<file path="src/rtl/modmul_pkg.sv">
// Shared constants and helpers for the multi-lane Barrett modular multiplier.
package modmul_pkg;

  // round(2^k / q) for odd q
  function automatic longint barrett_m(input longint q, input int k);
    return ((longint'(1) <<< k) + (q / 2)) / q;
  endfunction

  function automatic int centre_bound(input int q);
    return (q - 1) / 2;
  endfunction

  function automatic int in_lsb(input int lane, input int w);
    return lane * w;
  endfunction

  function automatic int out_lsb(input int lane, input int w);
    return lane * (w + 1);
  endfunction

endpackage

</file>
<file path="src/rtl/modmul_lane.sv">
// One lane of the 4-stage signed Barrett multiplier; flow control lives in the top.
module modmul_lane
  import modmul_pkg::*;
#(
  parameter int Q = 15361,
  parameter int W = 14
) (
  input  logic                clk,
  input  logic                rst,
  input  logic                en_i,
  input  logic                vld3_i,
  input  logic                lazy3_i,
  input  logic signed [W-1:0] a_i,
  input  logic signed [W-1:0] b_i,
  output logic signed [W:0]   c_o
);

  localparam int K  = 2 * W;
  localparam int HB = centre_bound(Q);
  localparam logic signed [63:0]    M    = 64'(barrett_m(Q, K));
  localparam logic signed [63:0]    HALF = 64'(longint'(1) <<< (K - 1));
  localparam logic signed [W:0]     QS   = (W + 1)'(Q);
  localparam logic signed [W:0]     HBS  = (W + 1)'(HB);
  localparam logic signed [2*W-1:0] QZ   = (2 * W)'(Q);

  logic signed [2*W-1:0] z1_q, z2_q;
  logic signed [W:0]     qh2_q, r3_q, c4_q, c4_d;

  // Datapath stages carry don't-care data when invalid, so they need no reset.
  always_ff @(posedge clk) begin
    if (en_i) begin
      z1_q  <= (2 * W)'(a_i) * (2 * W)'(b_i);
      z2_q  <= z1_q;
      qh2_q <= (W + 1)'((64'(z1_q) * M + HALF) >>> K);
      r3_q  <= (W + 1)'(z2_q - (2 * W)'(qh2_q) * QZ);
    end
  end

  always_comb begin
    c4_d = r3_q;
    if (!lazy3_i) begin
      if (r3_q > HBS)       c4_d = r3_q - QS;
      else if (r3_q < -HBS) c4_d = r3_q + QS;
    end
    if (!vld3_i) c4_d = '0;
  end

  always_ff @(posedge clk) begin
    if (rst)       c4_q <= '0;
    else if (en_i) c4_q <= c4_d;
  end

  assign c_o = c4_q;

endmodule

</file>
<file path="src/rtl/modmul_q_pipe.sv">
// Multi-lane signed modular multiplier, outC = inA*inB mod Q, 4-stage valid/ready pipeline.
module modmul_q_pipe
  import modmul_pkg::*;
#(
  parameter int Q     = 15361,
  parameter int W     = 14,
  parameter int LANES = 2,
  parameter int TAGW  = 4
) (
  input  logic                     clk,
  input  logic                     rst,
  input  logic                     in_valid,
  output logic                     in_ready,
  input  logic                     in_lazy,
  input  logic [TAGW-1:0]          in_tag,
  input  logic [LANES*W-1:0]       inA,
  input  logic [LANES*W-1:0]       inB,
  output logic                     out_valid,
  input  logic                     out_ready,
  output logic [TAGW-1:0]          out_tag,
  output logic [LANES*(W+1)-1:0]   outC
);

  localparam int     K  = 2 * W;
  localparam longint HB = centre_bound(Q);

  if ((HB * HB >= (longint'(1) <<< (K - 2))) || ((Q % 2) == 0) ||
      (HB >= (longint'(1) <<< (W - 1)))) begin : g_param_check
    $error("modmul_q_pipe: unsupported Q/W combination");
  end

  logic                 en;
  logic [3:0]           vld_q, vld_d;
  logic [2:0]           lazy_q;
  logic [3:0][TAGW-1:0] tag_q;

  assign en       = !vld_q[3] || out_ready;
  assign in_ready = en;
  assign vld_d    = {vld_q[2:0], in_valid};

  always_ff @(posedge clk) begin
    if (rst) begin
      vld_q  <= '0;
      lazy_q <= '0;
      tag_q  <= '0;
    end else if (en) begin
      vld_q    <= vld_d;
      lazy_q   <= {lazy_q[1:0], in_lazy};
      tag_q[0] <= in_tag;
      tag_q[1] <= tag_q[0];
      tag_q[2] <= tag_q[1];
      tag_q[3] <= vld_q[2] ? tag_q[2] : '0;
    end
  end

  assign out_valid = vld_q[3];
  assign out_tag   = tag_q[3];

  for (genvar i = 0; i < LANES; i++) begin : g_lane
    modmul_lane #(
      .Q (Q),
      .W (W)
    ) u_lane (
      .clk     (clk),
      .rst     (rst),
      .en_i    (en),
      .vld3_i  (vld_q[2]),
      .lazy3_i (lazy_q[2]),
      .a_i     (inA[in_lsb(i, W) +: W]),
      .b_i     (inB[in_lsb(i, W) +: W]),
      .c_o     (outC[out_lsb(i, W) +: W + 1])
    );
  end

endmodule
</file>
<file path="config.mk">
export PLATFORM = sky130hd
export DESIGN_NAME = modmul_q_pipe
export DESIGN_NICKNAME = d
export VERILOG_FILES = /design/src/rtl/modmul_pkg.sv /design/src/rtl/modmul_lane.sv /design/src/rtl/modmul_q_pipe.sv
export SDC_FILE = /design/constraint.sdc
export NUM_CORES = 2
export LEC_CHECK = 0
export ABC_AREA = 1
export BUFFER_PORTS_ARGS = -buffer_cell sky130_fd_sc_hd__buf_2
export CAP_MARGIN = 10
export CORE_MARGIN = 8
export CORE_UTILIZATION = 55
export CTS_CLUSTER_SIZE = 40
export DETAILED_ROUTE_END_ITERATION = 16
export GPL_TIMING_DRIVEN = 0
export PLACE_DENSITY = 0.72
export SYNTH_ARGS = -nofsm -noshare
export SYNTH_HDL_FRONTEND = slang
export SYNTH_SLANG_ARGS = --single-unit
</file>
<file path="constraint.sdc">
create_clock -name clk -period 11.2 [get_ports clk]
set_clock_uncertainty 0.15 [all_clocks]
set_input_delay 1.68 -clock clk [delete_from_list [all_inputs] [get_ports clk]]
set_output_delay 1.68 -clock clk [all_outputs]
set_load 0.02 [all_outputs]
</file>
### Yosys cells after proc, flatten, opt, wreduce, memory -nomap -nowiden

Index checks and enable logic that the tools add are counted.

| storage, ports and cells | value |
|---|---|
| register bits after elaboration | 199 |
| output and inout bits | 36 |

| operators by class | value |
|---|---|
| add/sub/neg operators | 8 |
| multipliers | 6 |
| order comparisons | 4 |
| multiplexer cells | 9 |
| reductions and logical operators | 2 |

Operator list:

| cell | count |
|---|---|
| $mux 15 | 8 |
| $add 43x29->43 const B | 2 |
| $mul 28x16->43 const B | 2 |
| $mul 14x14->28 | 2 |
| $add 15x15->15 const B | 2 |
| $gt 15x14->1 const B | 2 |
| $lt 15x14->1 const B | 2 |
| $mul 15x15->15 const B | 2 |
| $sub 15x15->15 | 2 |
| $sub 15x15->15 const B | 2 |
| $mux 4 | 1 |
| $logic_not 1->1 | 1 |
| $logic_or 1x1->1 | 1 |

### Longest topological paths before layout

| depth | value |
|---|---|
| depth after elaboration | 5 |
| gate-level depth with buffers | 28 |
| depth with buffers taken out | 27 |

### By module

A second synthesis with hierarchy kept.

| unflattened totals | value |
|---|---|
| cell total of the unflattened synthesis | 5010 |
| area total of the unflattened synthesis | 40685.3 um^2 |

Modules (own cells, without submodules):

| module | times used | cells an instance | area an instance (um^2) | sequential area each (um^2) |
|---|---|---|---|---|
| modmul_lane at g_lane[0].u_lane | 1 | 2477 | 19991.7 | 2492.4 |
| modmul_lane at g_lane[1].u_lane | 1 | 2384 | 19646.3 | 2492.4 |
| modmul_q_pipe | 1 | 149 | 1047.3 | 460.4 |

### Worst setup path after synthesis

Ideal clock, no wire load.

| path | value |
|---|---|
| path kind | input-to-output |
| from | in out_ready |
| to | out in_ready |
| arrival time | 6302 ps |
| data required time | 9370 ps |
| slack | 3068 ps |
| cell stages on the path | 4 |
| path buffers | 2 |
| path through | nor2_1 > buf_2 > clkinv_1 > clkbuf_1 |

| between the ends | value |
|---|---|
| cells in the longest elaborated chain, start to end | 1 |

Ends and longest elaborated chain:

| element | line | text |
|---|---|---|
| start, declared | modmul_q_pipe.sv:19 | `input logic out_ready,` |
| $logic_or 1x1->1 | modmul_q_pipe.sv:37 | `assign en = !vld_q[3] \|\| out_ready;` |
| end, declared | modmul_q_pipe.sv:13 | `output logic in_ready,` |

No other way between the ends.

### Worst setup path after layout

| path | value |
|---|---|
| from | in inB[17] |
| to | reg g_lane[1].u_lane.z1_q[27] (data pin) |

| between the ends | value |
|---|---|
| cells in the longest elaborated chain, start to end | 1 |

Ends and longest elaborated chain:

| element | line | text |
|---|---|---|
| start, declared | modmul_q_pipe.sv:17 | `input logic [LANES*W-1:0] inB,` |
| $mul 14x14->28 | modmul_lane.sv:32 | `z1_q <= (2 * W)'(a_i) * (2 * W)'(b_i);` |
| end signal, assigned | modmul_lane.sv:32 |  |
| end, declared | modmul_lane.sv:26 | `logic signed [2*W-1:0] z1_q, z2_q;` |

No other way between the ends.
A chain may end at the register's enable or synchronous reset.

==> impl_results.md <==
* Most frequent cells in the layout: inv_1 (1,189), nand2_1 (1,058), ha_1 (629)
* Resized cells post-CTS at 0
* Root Driver: clkbuf_16
* Worst reg2reg setup slack at 5.49 ns
* CTS tree: done
* Largest stage delay on the critical path at 0.76 ns
* WL final at 90.6 mm
* Crit Reg-Reg Endpoint: g_lane[0].u_lane.qh2_q[14]
* Syn Area/Cell at 8.18 µm²
* Synth Area in XOR/XNOR at 3.82%
* Reg clk slew, reported paths at 0.07 ns
* CP Class: in2reg
* Crit path max-delay family: adder cells
* Clock Tree Buf Depth at 2
* Total global-route track usage at 22.7%
* Initial antenna violation count at 0
* Top-area cell type share of the netlist area at 28.2%
* Chip width at 286 µm
* EDFF count, synth at 146
* Worst EP required at 11.28 ns
* Async set or reset register ratio after synthesis at 0%
* Seq/Total Area, Yosys at 13.6%
* Synth Area in Compound Gates at 6.27%
* Full die area at 81,800 µm²
* RR Startpoint: g_lane[0].u_lane.z1_q[27]
* Synth Area in Adders at 47.8%
* Mux cell area share after synthesis at 0%
* Syn Nets at 6,163
* DR iter-0 viols at 1,657
* CP max FO at 10
* Filler cells at 6,623
* Max_cap viols at 0
* Vias in the first global route at 32,400
* RSZ-0062 raised after global routing: false
* CP arrival at 7.55 ns
* Layout cell share with drive strength beyond 1 at 4.09%
* Vias at 30,900
* Grt total ovfl at 0
* Max Slew Vio Count at 0
* Starting Density at 55.2%
* Setup crit end: g_lane[1].u_lane.z1_q[27]
* Routability Congestion at 0.936
* Fin crit period at 7.47 ns
* Final Hold Viols at 0
* Period utilization at 66.7%
* Largest net degree at the start of global routing at 70
* Worst path most repeated cell: fa_1
* Worst-Margin Slew at 0.881 ns
* Worst Setup End Kind: register
* Initial DRT Pass Iterations at 6
* First-pass GRT wire length at 154 mm
* Hold Buf Count CTS at 0
* Hpwl dp at 78.2 mm
* Remaining antenna violation count after routing at 0
* Worst setup path start: inB[17]
* Critical Path Source Type: input pin
* Area Growth Syn to Fin at 5.88%
* Clk sinks at 199
* Top_reg_cell synth: edfxtp_1
* Clock Latency Late Sink at 0.47 ns
* Hold crit path type: reg2reg
* Outcome: complete, no violations
* Hold path cells at 2
* Inserted Clock Buffers at 17
* Fin nets at 6,283
* Syn Std Cell Area at 40,100 µm²
* Avg WL per Cell at 15.1 µm
* Height of the die at 286 µm
* Cell taking the most area after synthesis: fa_1
* Syn Inst Count at 4,905
* DRC violations left at 0
* CP Cell Sequence: buf_2 -> clkbuf_1 -> nand2_1 -> fa_1 -> fa_1 -> inv_1 -> fa_1 -> fa_1 -> fa_1 -> inv_1 -> fa_1 -> inv_1 -> ha_1 -> a21oi_1 -> o21ai_0 -> a21oi_1 -> nand3_1 -> a21oi_1 -> nand2b_1 -> nand2_1
* Max-slew headroom at 41.3%
* H-Tree Depth at 4
* Rows at 99
* Postcts setup bufs at 0
* Syn. warnings at 0
* Ant diodes at 0
* Synth top area cells: fa_1 (28%), ha_1 (20%), inv_1 (11%)
* CP max stage cell: fa_1
* Via-to-Cell Ratio at 5.15
* CP Depth at 20
* Worst R2R Path Depth at 19
* Number of I/O port buffers at 99
* Max Clk Rate at 0.134 GHz
* Buffers and inverters on the worst path at 5
* Synthesis-stage register bit count at 199
* Sum Neg Setup Slack at 0 ns
* Num ports at 101
* Largest family of logic cells by synthesized area: adder cells
* Distinct cells, synth at 52
* Simple-gate share of the synthesized area at 16.2%
* Most common cell after layout, fill and taps aside: inv_1
* Core area at 72,600 µm²
* Final setup viols at 0
-- registers in the layout (all words and copies together) (netlist names) --
signal               flops
g_lane.u_lane.z1_q      56
out_tag                  4
g_lane.u_lane.r3_q      30
lazy_q                   3
g_lane.u_lane.c_o       30
vld_q                    4
g_lane.u_lane.z2_q      30
g_lane.u_lane.qh2_q     30
tag_q                   12
-- how the worst min path moves through the flow --
stage                            startpoint                       to  slack (ns)
finish                             tag_q[7]                tag_q[11]        0.31
detailed placement                 tag_q[6]                tag_q[10]        0.30
global route        g_lane[0].u_lane.c_o[9]  g_lane[0].u_lane.c_o[9]        0.33
global placement                   tag_q[4]                 tag_q[8]        0.30
CTS                                tag_q[4]                 tag_q[8]        0.31
floorplan                          tag_q[8]               out_tag[0]        0.29
-- cells by family (layout without fill, tap and decap cells) --
| family | count (synthesis) | in the layout |
|---|---|---|
| xor+xnor | 175 | 175 |
| flops | 199 | 199 |
| simple gates | 1577 | 1577 |
| buf+inv | 1297 | 1429 |
| fa+ha+maj | 1193 | 1193 |
| compound gates | 464 | 464 |
-- area by class of cell --
cell class / instances / area (µm²) / share of cell area, %
Sequential cell: 199 / 5450 / 12.8
Multi-Input combinational cell: 3409 / 29700 / 70.0
Buffer: 100 / 462 / 1.09
Tap cell: 959 / 1200 / 2.83
Clock buffer: 20 / 478 / 1.13
Inverter: 1197 / 4490 / 10.6
Timing Repair Buffer: 101 / 551 / 1.30
Clock inverter: 11 / 126 / 0.298
-- cell usage after synthesis (all sizes together) (6+ instances only) --
library cell  number
inv             1192
nand2           1069
a31oi              8
o21ai            155
o21bai            20
fa               564
dfxtp             53
a211oi             7
nand3            149
nand3b             6
nor4              10
xnor2             64
or2               19
xor2             111
clkbuf            67
edfxtp           146
ha               629
nor2             241
nor3              20
a21o              22
buf               33
a21oi            244
nand4             57
-- per-stage QoR --
| step | hold slack (ns) | worst slack [ns] | util (%) | instances | instance area [µm²] |
|---|---|---|---|---|---|
| after global routing | 0.331 | 3.46 | 58.5 | 5996 | 42500 |
| final | 0.310 | 3.73 | 58.5 | 5996 | 42500 |
| after global placement | 0.298 | 0.332 | 57.6 | 5963 | 41800 |
| after detailed placement | 0.301 | 3.29 | 57.7 | 5965 | 41900 |
| after floorplan | 0.290 | 3.07 | - | 4905 | 40100 |
| after CTS | 0.314 | 3.76 | 58.5 | 5996 | 42500 |
-- routing by layer --
metal	GRT usage [%]	part of all wire, %	vias up
met4	7.36	3.0	0
met2	40.1	48	771
met1	29.0	44	14600
met3	2.26	4.5	171
li1	-	-	15300
met5	0	0	-
-- worst reg2reg max path, stage by stage, from the launching register on --
cell      delay, ns
edfxtp_1       0.92
buf_2          0.33
clkinv_1       0.31
fa_1           0.60
inv_1          0.08
fa_1           0.48
inv_1          0.05
fa_1           0.47
inv_1          0.05
fa_1           0.44
ha_1           0.42
nand2_1        0.11
inv_1          0.10
nand2_1        0.09
nor2_1         0.19
nand2_1        0.11
nor4_1         0.16
o21ai_0        0.21
nand4_1        0.14
nand2_1        0.06
Power is not shown: default switching activity piles up to over one toggle a cycle in this logic, so the estimate is an artifact.
